$ cat config.mk
export PLATFORM = sky130hd
export DESIGN_NAME = ifetch_bridge_flat
export DESIGN_NICKNAME = d
export VERILOG_FILES = /design/src/rtl/ifetch_bridge_if.sv /design/src/rtl/ifetch_bridge.sv /design/src/flat_wrapper.sv
export SDC_FILE = /design/constraint.sdc
export NUM_CORES = 1
export LEC_CHECK = 0
export CAP_MARGIN = 20
export CORE_AREA = 4 4 138 140
export CTS_CLUSTER_SIZE = 10
export DETAILED_ROUTE_END_ITERATION = 12
export DIE_AREA = 0 0 142 144
export GPL_TIMING_DRIVEN = 1
export PLACE_DENSITY = 0.6
export SYNTH_ARGS = -nofsm -noshare
export SYNTH_HDL_FRONTEND = slang
export SYNTH_SLANG_ARGS = --single-unit
export TNS_END_PERCENT = 10
$ cat constraint.sdc
create_clock -name sys_clk -period 2.8 [get_ports sys_clk]
set_input_delay 0.42 -clock sys_clk [delete_from_list [all_inputs] [get_ports sys_clk]]
set_output_delay 0.42 -clock sys_clk [all_outputs]
set_load 0.01 [all_outputs]
$ cat src/rtl/ifetch_bridge_if.sv
// ifetch_bridge_if: bundles the core-side fetch handshake and the memory
// read channels of the instruction fetch bridge.
//   slave  : bridge view (drives fetch_ready, inst_*, mem_ar*, mem_rready)
//   master : environment view (core plus memory)
interface ifetch_bridge_if #(
  parameter int DATA_LEN = 32
);
  // core side
  logic                fetch_req;
  logic [DATA_LEN-1:0] fetch_pc;
  logic                fetch_ready;
  logic                inst_valid;
  logic [DATA_LEN-1:0] inst_out;
  logic [DATA_LEN-1:0] inst_pc;
  logic                fetch_err;
  logic                inst_ack;
  logic                flush;
  // memory side
  logic                mem_arvalid;
  logic [DATA_LEN-1:0] mem_araddr;
  logic                mem_arready;
  logic                mem_rvalid;
  logic [DATA_LEN-1:0] mem_rdata;
  logic [1:0]          mem_rresp;
  logic                mem_rready;

  modport slave (
    input  fetch_req, fetch_pc, inst_ack, flush,
    input  mem_arready, mem_rvalid, mem_rdata, mem_rresp,
    output fetch_ready, inst_valid, inst_out, inst_pc, fetch_err,
    output mem_arvalid, mem_araddr, mem_rready
  );

  modport master (
    output fetch_req, fetch_pc, inst_ack, flush,
    output mem_arready, mem_rvalid, mem_rdata, mem_rresp,
    input  fetch_ready, inst_valid, inst_out, inst_pc, fetch_err,
    input  mem_arvalid, mem_araddr, mem_rready
  );
endinterface

$ cat src/rtl/ifetch_bridge.sv
// ifetch_bridge: single-outstanding instruction fetch bridge between a core
// fetch port and a memory read address/data channel pair.
// Optional feature: define IFETCH_ALIGN_CHECK_EN to reject fetch addresses
// with fetch_pc[1:0] != 0 locally (error returned, no memory access).
// Every bus-facing output is a flop, so no memory input reaches a core
// output combinationally.
module ifetch_bridge #(
  parameter int DATA_LEN = 32
) (
  input  logic          sys_clk,
  input  logic          sys_rst_n,
  ifetch_bridge_if.slave bus
);

  typedef enum logic [2:0] {
    IDLE    = 3'd0,
    ADDR    = 3'd1,
    WAIT    = 3'd2,
    HOLD    = 3'd3,
    DISCARD = 3'd4
  } state_t;

  state_t state;
  state_t state_nxt;
  logic   flush_pending;
  logic   misaligned;
  logic   accept;

`ifdef IFETCH_ALIGN_CHECK_EN
  assign misaligned = |bus.fetch_pc[1:0];
`else
  assign misaligned = 1'b0;
`endif

  // a request is taken only in IDLE and never alongside a flush
  assign accept = (state == IDLE) && bus.fetch_req && !bus.flush;

  // next-state selection; flush always wins over normal progress
  always_comb begin
    state_nxt = state;
    case (state)
      IDLE: begin
        if (accept) begin
          state_nxt = misaligned ? HOLD : ADDR;
        end
      end
      ADDR: begin
        // the address is never withdrawn; a flush only redirects the response
        if (bus.mem_arready) begin
          state_nxt = (bus.flush || flush_pending) ? DISCARD : WAIT;
        end
      end
      WAIT: begin
        if (bus.mem_rvalid) begin
          state_nxt = bus.flush ? IDLE : HOLD;
        end else if (bus.flush) begin
          state_nxt = DISCARD;
        end
      end
      DISCARD: begin
        if (bus.mem_rvalid) begin
          state_nxt = IDLE;
        end
      end
      HOLD: begin
        if (bus.flush || bus.inst_ack) begin
          state_nxt = IDLE;
        end
      end
      default: state_nxt = IDLE;
    endcase
  end

  // state, registered handshake flags and held fetch data
  always_ff @(posedge sys_clk or negedge sys_rst_n) begin
    if (!sys_rst_n) begin
      state           <= IDLE;
      flush_pending   <= 1'b0;
      bus.fetch_ready <= 1'b1;
      bus.inst_valid  <= 1'b0;
      bus.mem_arvalid <= 1'b0;
      bus.mem_rready  <= 1'b0;
      bus.fetch_err   <= 1'b0;
      bus.inst_out    <= '0;
      bus.inst_pc     <= '0;
      bus.mem_araddr  <= '0;
    end else begin
      state           <= state_nxt;
      bus.fetch_ready <= (state_nxt == IDLE);
      bus.inst_valid  <= (state_nxt == HOLD);
      bus.mem_arvalid <= (state_nxt == ADDR);
      bus.mem_rready  <= (state_nxt == WAIT) || (state_nxt == DISCARD);
      // remembers a flush seen while the address is still waiting for arready
      flush_pending   <= (state_nxt == ADDR) &&
                         (flush_pending || ((state == ADDR) && bus.flush));
      if (accept) begin
        if (misaligned) begin
          bus.inst_out  <= '0;
          bus.inst_pc   <= bus.fetch_pc;
          bus.fetch_err <= 1'b1;
        end else begin
          bus.mem_araddr <= bus.fetch_pc;
        end
      end
      if ((state == WAIT) && bus.mem_rvalid && !bus.flush) begin
        bus.inst_out  <= bus.mem_rdata;
        bus.inst_pc   <= bus.mem_araddr;
        bus.fetch_err <= |bus.mem_rresp;
      end
    end
  end

endmodule

$ cat src/flat_wrapper.sv
// flat-port wrapper written by rule: the top's interface ports become plain ports
module ifetch_bridge_flat 
#(
  parameter int DATA_LEN = 32
)
  (sys_clk, sys_rst_n, bus_fetch_req, bus_fetch_pc, bus_inst_ack, bus_flush, bus_mem_arready, bus_mem_rvalid, bus_mem_rdata, bus_mem_rresp, bus_fetch_ready, bus_inst_valid, bus_inst_out, bus_inst_pc, bus_fetch_err, bus_mem_arvalid, bus_mem_araddr, bus_mem_rready);
  ifetch_bridge_if #(.DATA_LEN(DATA_LEN)) bus_i ();
  input  logic sys_clk;
  input  logic sys_rst_n;
  input wire logic [$bits(bus_i.fetch_req)-1:0] bus_fetch_req;
  input wire logic [$bits(bus_i.fetch_pc)-1:0] bus_fetch_pc;
  input wire logic [$bits(bus_i.inst_ack)-1:0] bus_inst_ack;
  input wire logic [$bits(bus_i.flush)-1:0] bus_flush;
  input wire logic [$bits(bus_i.mem_arready)-1:0] bus_mem_arready;
  input wire logic [$bits(bus_i.mem_rvalid)-1:0] bus_mem_rvalid;
  input wire logic [$bits(bus_i.mem_rdata)-1:0] bus_mem_rdata;
  input wire logic [$bits(bus_i.mem_rresp)-1:0] bus_mem_rresp;
  output wire logic [$bits(bus_i.fetch_ready)-1:0] bus_fetch_ready;
  output wire logic [$bits(bus_i.inst_valid)-1:0] bus_inst_valid;
  output wire logic [$bits(bus_i.inst_out)-1:0] bus_inst_out;
  output wire logic [$bits(bus_i.inst_pc)-1:0] bus_inst_pc;
  output wire logic [$bits(bus_i.fetch_err)-1:0] bus_fetch_err;
  output wire logic [$bits(bus_i.mem_arvalid)-1:0] bus_mem_arvalid;
  output wire logic [$bits(bus_i.mem_araddr)-1:0] bus_mem_araddr;
  output wire logic [$bits(bus_i.mem_rready)-1:0] bus_mem_rready;
  assign bus_i.fetch_req = bus_fetch_req;
  assign bus_i.fetch_pc = bus_fetch_pc;
  assign bus_i.inst_ack = bus_inst_ack;
  assign bus_i.flush = bus_flush;
  assign bus_i.mem_arready = bus_mem_arready;
  assign bus_i.mem_rvalid = bus_mem_rvalid;
  assign bus_i.mem_rdata = bus_mem_rdata;
  assign bus_i.mem_rresp = bus_mem_rresp;
  assign bus_fetch_ready = bus_i.fetch_ready;
  assign bus_inst_valid = bus_i.inst_valid;
  assign bus_inst_out = bus_i.inst_out;
  assign bus_inst_pc = bus_i.inst_pc;
  assign bus_fetch_err = bus_i.fetch_err;
  assign bus_mem_arvalid = bus_i.mem_arvalid;
  assign bus_mem_araddr = bus_i.mem_araddr;
  assign bus_mem_rready = bus_i.mem_rready;
  ifetch_bridge #(.DATA_LEN(DATA_LEN)) u_core (.sys_clk(sys_clk), .sys_rst_n(sys_rst_n), .bus(bus_i));
endmodule
# Word level (Yosys, flattened, before mapping)
# Cells that the tools add are included.
# Widths: inputs -> output; s select.
op_classes:
  eq_ne: 8
  mux: 9
  n_reduce_logical: 14
op_table:
  columns: ["operator", "count"]
  rows:
  - ["$mux 3", 7]
  - ["$pmux 3 s5", 1]
  - ["$eq 3x2->1 const B", 4]
  - ["$eq 3x1->1 const B", 2]
  - ["$eq 3x3->1 const B", 2]
  - ["$logic_and 1x1->1", 6]
  - ["$logic_not 3->1", 2]
  - ["$logic_or 1x1->1", 4]
  - ["$mux 2", 1]
  - ["$reduce_or 2->1", 1]
  - ["$logic_not 1->1", 1]
word_totals:
  reg_bits: 105
  input_bits: 73
  out_inout_bits: 101
  word_cells: 41

# Depth between registers and ports, before layout
depth:
  ltp_word: 7
  mapped_depth: 5

# Worst setup path before layout
# Ideal clock, no wire load.
synth_timing:
  path_kind: "register to register"
  from: "register u_core.state[2]"
  to: "register u_core.bus.inst_out[13]"
  setup_ps: 125
  arrival_ps: 1406
  required_time_ps: 2675
  slack_ps: 1269
  path_stages_with_launch: 6
  n_path_buf: 2
  period_less_slack_ps: 1531
  cell_sequence: "dfrtp_1 -> nor3_2 -> and3_4 -> buf_12 -> buf_12 -> mux2_4"
synth_between:
  elab_chain_len: 3
synth_rtl:
  columns: ["element", "line_no", "rtl"]
  rows:
  - ["start: declaration", "ifetch_bridge.sv:23", "state_t state;"]
  - ["start signal: assignment", "ifetch_bridge.sv:88", "state <= state_nxt;"]
  - ["$eq 3x2->1", "ifetch_bridge.sv:105", "if ((state == WAIT) && bus.mem_rvalid && !bus.flush) begin"]
  - ["$logic_and 1x1->1 (2 in a row)", "ifetch_bridge.sv:105", null]
  - ["end signal: assignment", "ifetch_bridge.sv:106", "bus.inst_out <= bus.mem_rdata;"]
  - ["end: declaration", "ifetch_bridge_if.sv:30", "output fetch_ready, inst_valid, inst_out, inst_pc, fetch_err,"]
# Every way passes these cells.
# A chain may end at the register's enable or synchronous reset.

# Final worst setup path
layout_timing:
  from: "input bus_flush"
  to: "register u_core.bus.inst_out[1]"
layout_between:
  elab_chain_len: 2
layout_rtl:
  columns: ["element", "line_no", "rtl"]
  rows:
  - ["start: declaration", "flat_wrapper.sv:13", "input wire logic [$bits(bus_i.flush)-1:0] bus_flush;"]
  - ["$logic_not 1->1", "ifetch_bridge.sv:105", null]
  - ["$logic_and 1x1->1", "ifetch_bridge.sv:105", null]
# Every way passes these cells.

==> flow_metrics.tcl <==
set metrics [dict create \
    fin_crit_sh_pct 69.9 \
    fillCellCount 1669 \
    ctsResizeCount 0 \
    crit_chain "clkdlybuf4s50_1 > nor3_2 > and3_4 > buf_12 > mux2_2" \
    htree_levels 3 \
    fin_tns_setup_ns 0 \
    synth_cells 239 \
    hold_violations 0 \
    synth.yosys.seq_area_share_pct 61.9 \
    start_util_pct 23.8 \
    drt_first_iter_violations 79 \
    reg2regPathDepth 4 \
    worstPathRequired_ns 3.03 \
    design_area_um2 6550 \
    cts_tree "yes" \
    min_period_ns 1.96 \
    drive_gt1_share_pct 29.4 \
    die_h_um 144 \
    antenna_left 0 \
    cap_violations 0 \
    firstDrtPassIters 4 \
    p_switching_w 0.00201 \
    grt_pass1_vias 3003 \
    grt_max_degree 56 \
    rsz0062_at_grt "no" \
    power_density_nw_per_um2 1080 \
    postPlaceCellArea_um2 6220 \
    wirelength_um 10500 \
    fin_skew_ns 0.00646 \
    grt_pass1_wl_um 16800 \
    switching_share_pct 28.5 \
    route.detailed.drc 0 \
    postCtsHoldBufs 1 \
    path_class "primary input to flip-flop" \
    r2r_setup_slack_ns 0.92 \
    max_freq_mhz 511 \
    slew_headroom_pct 66.3 \
    grt_overflow 0 \
    layout.nets 494 \
    r2r_start "u_core.state[0]" \
    setup_viol 0 \
    crit_path_end "u_core.bus.inst_out[1]" \
    cts_setup_buffers 0 \
    cts_made_buffers 9 \
    dp_hpwl_um 7740 \
    worstMarginPinSlew_ns 0.506 \
    start_kind "primary input" \
    clk_latency_ns 0.34 \
    max_stage_delay_ns 0.51 \
    power_frac_seq_pct 38.2 \
    cts_sinks 105 \
    core_area_um2 17800 \
    die_w_um 142 \
    critPathSlowestCell "clkdlybuf4s50_1" \
    viasPerCell 4.05 \
    crit_path_max_fanout 20 \
    cts-root-buf "clkbuf_16" \
    synth_area_um2 4240 \
    io_buffers 173 \
    leakage_nw 2.80 \
    cp.arrival_ns 2.18 \
    rows 49 \
    max-vdd-ir-drop_v 0.000397 \
    cts.path.max_buffers 2 \
    ys_seq_elements 105 \
    grtUsageTotal_pct 10.5 \
    antenna_found_initial 0 \
    yosys_warnings 0 \
    vias 2650 \
    slew_violations 0 \
    die_area_um2 20400 \
    p_clk_share_pct 19.1 \
    clkTransAtPathRegs_ns 0.07 \
    critPathCaptureType "flip-flop" \
    run_status "finished clean" \
    pwr-share-comb_pct 42.8 \
    internal_power_w 0.00504 \
    gp_congestion 0.765 \
    cp-startpoint "bus_flush" \
    r2r_end "u_core.bus.inst_out[1]" \
    syn-num-nets 312 \
    io_pins 174 \
    hold_path.class "primary input to async pin" \
    antenna_cells 0 \
    synthToLayoutAreaGrowth_pct 54.2 \
    synth_area_per_cell_um2 17.8 \
    wl_per_cell_um 16.0 \
    synth_cell_types 30 \
]
==> critical path, delay by kind of cell <==
family | cells | cell delay, ns
buffers and inverters | 2 | 0.74
and+or+nand+nor | 2 | 0.65
muxes | 1 | 0.35
==> cell families after synthesis <==
family          Yosys count  synth area share, %
compound gates            6                 1.39
buf+inv                  13                 3.63
flops                   105                 61.9
mux                      97                 30.0
simple gates             18                 3.01
==> how the worst min path moves through the flow <==
stage	from	to	slack, ns	cells past startpoint
4_1_cts	sys_rst_n	u_core.bus.fetch_err	0.45	2
3_5_place_dp	sys_rst_n	u_core.bus.fetch_err	0.29	1
2_1_floorplan	sys_rst_n	u_core.bus.fetch_err	0.12	0
5_1_grt	sys_rst_n	u_core.bus.fetch_err	0.46	2
3_3_place_gp	sys_rst_n	u_core.bus.inst_out[26]	0.28	1
6_report	sys_rst_n	u_core.bus.fetch_err	0.46	2
==> through the flow <==
| step | power (W) | std cells | setup slack (ns) | util (%) | hold WS (ns) |
|---|---|---|---|---|---|
| final | 0.00705 | 654 | 0.843 | 36.7 | 0.457 |
| after floorplan | 0.00399 | 239 | 1.27 | - | 0.124 |
| after global placement | 0.00573 | 638 | 0.486 | 34.9 | 0.281 |
| after global routing | 0.00748 | 654 | 0.739 | 36.7 | 0.460 |
| after detailed placement | 0.00578 | 638 | 0.452 | 34.9 | 0.285 |
| after CTS | 0.00720 | 654 | 0.813 | 36.7 | 0.448 |
==> cell usage in the layout (no fill, tap or decap), types with 2 or more instances in the layout <==
cell type	netlist	final
dfrtp_1	104	104
mux2_4	49	49
buf_4	1	4
clkbuf_16	0	9
inv_1	3	3
buf_12	6	4
nor2_1	3	3
clkbuf_1	0	2
mux2_2	47	47
or3_1	2	2
clkdlybuf4s50_1	0	172
bufinv_16	0	2
==> power by group through the flow <==
| stage | Combinational [W] | Sequential [W] | Clock [W] |
|---|---|---|---|
| finish | 0.00302 | 0.00269 | 0.00134 |
| global route | 0.00321 | 0.00281 | 0.00146 |
| CTS | 0.00308 | 0.00271 | 0.00141 |
| detailed placement | 0.00306 | 0.00272 | 0 |
| global placement | 0.00303 | 0.00271 | 0 |
| floorplan | 0.00102 | 0.00297 | 0 |
==> layer usage <==
metal | GRT usage [%] | routed length, um
met2 | 17.0 | 5040
met4 | 4.29 | 163
met1 | 13.2 | 4500
met3 | 3.21 | 764
met5 | 0 | 0
==> area by class of cell <==
cell class | instances | area (um2) | share of cell area, %
sequential | 105 | 2630 | 40.2
timing repair buffer | 181 | 1840 | 28.1
multi-input combinational | 121 | 1470 | 22.4
tap | 229 | 287 | 4.38
clock buffer | 12 | 246 | 3.77
clock inverter | 3 | 65.1 | 0.994
inverter | 3 | 11.3 | 0.172
==> Yosys cell counts <==
cell / instances / area, um2
nand3b_1: 1 / 7.51
nand2_1: 1 / 3.75
nand2b_1: 1 / 6.26
or2_2: 1 / 6.26
dfstp_2: 1 / 26.3
inv_1: 3 / 11.3
a211o_1: 1 / 8.76
or3b_4: 1 / 11.3
nor2b_1: 1 / 6.26
o311ai_1: 1 / 8.76
and3b_1: 1 / 8.76
buf_12: 6 / 120
and4b_1: 1 / 10.0
buf_2: 3 / 15.0
nor3_2: 1 / 10.0
mux2_4: 49 / 736
mux2_2: 47 / 529
mux2i_1: 1 / 10.0
or3_1: 2 / 12.5
buf_4: 1 / 7.51
nor3_1: 1 / 5.00
nand3_1: 1 / 5.00
dfrtp_1: 104 / 2600
o21a_1: 1 / 7.51
nor2_1: 3 / 11.3
o21ai_0: 1 / 5.00
and4bb_2: 1 / 12.5
a211oi_4: 1 / 20.0
and3_4: 1 / 11.3
o22a_1: 1 / 8.76
==> flip-flops by register name, indices dropped and copies added, names as in the netlist <==
name                    count
u_core.bus.fetch_err        1
u_core.bus.inst_out        32
u_core.bus.inst_valid       1
u_core.state                3
u_core.bus.mem_rready       1
u_core.bus.mem_arvalid      1
u_core.flush_pending        1
u_core.bus.inst_pc         32
u_core.bus.fetch_ready      1
u_core.bus.mem_araddr      32
Note: power is estimated with default switching activity, not from simulation.
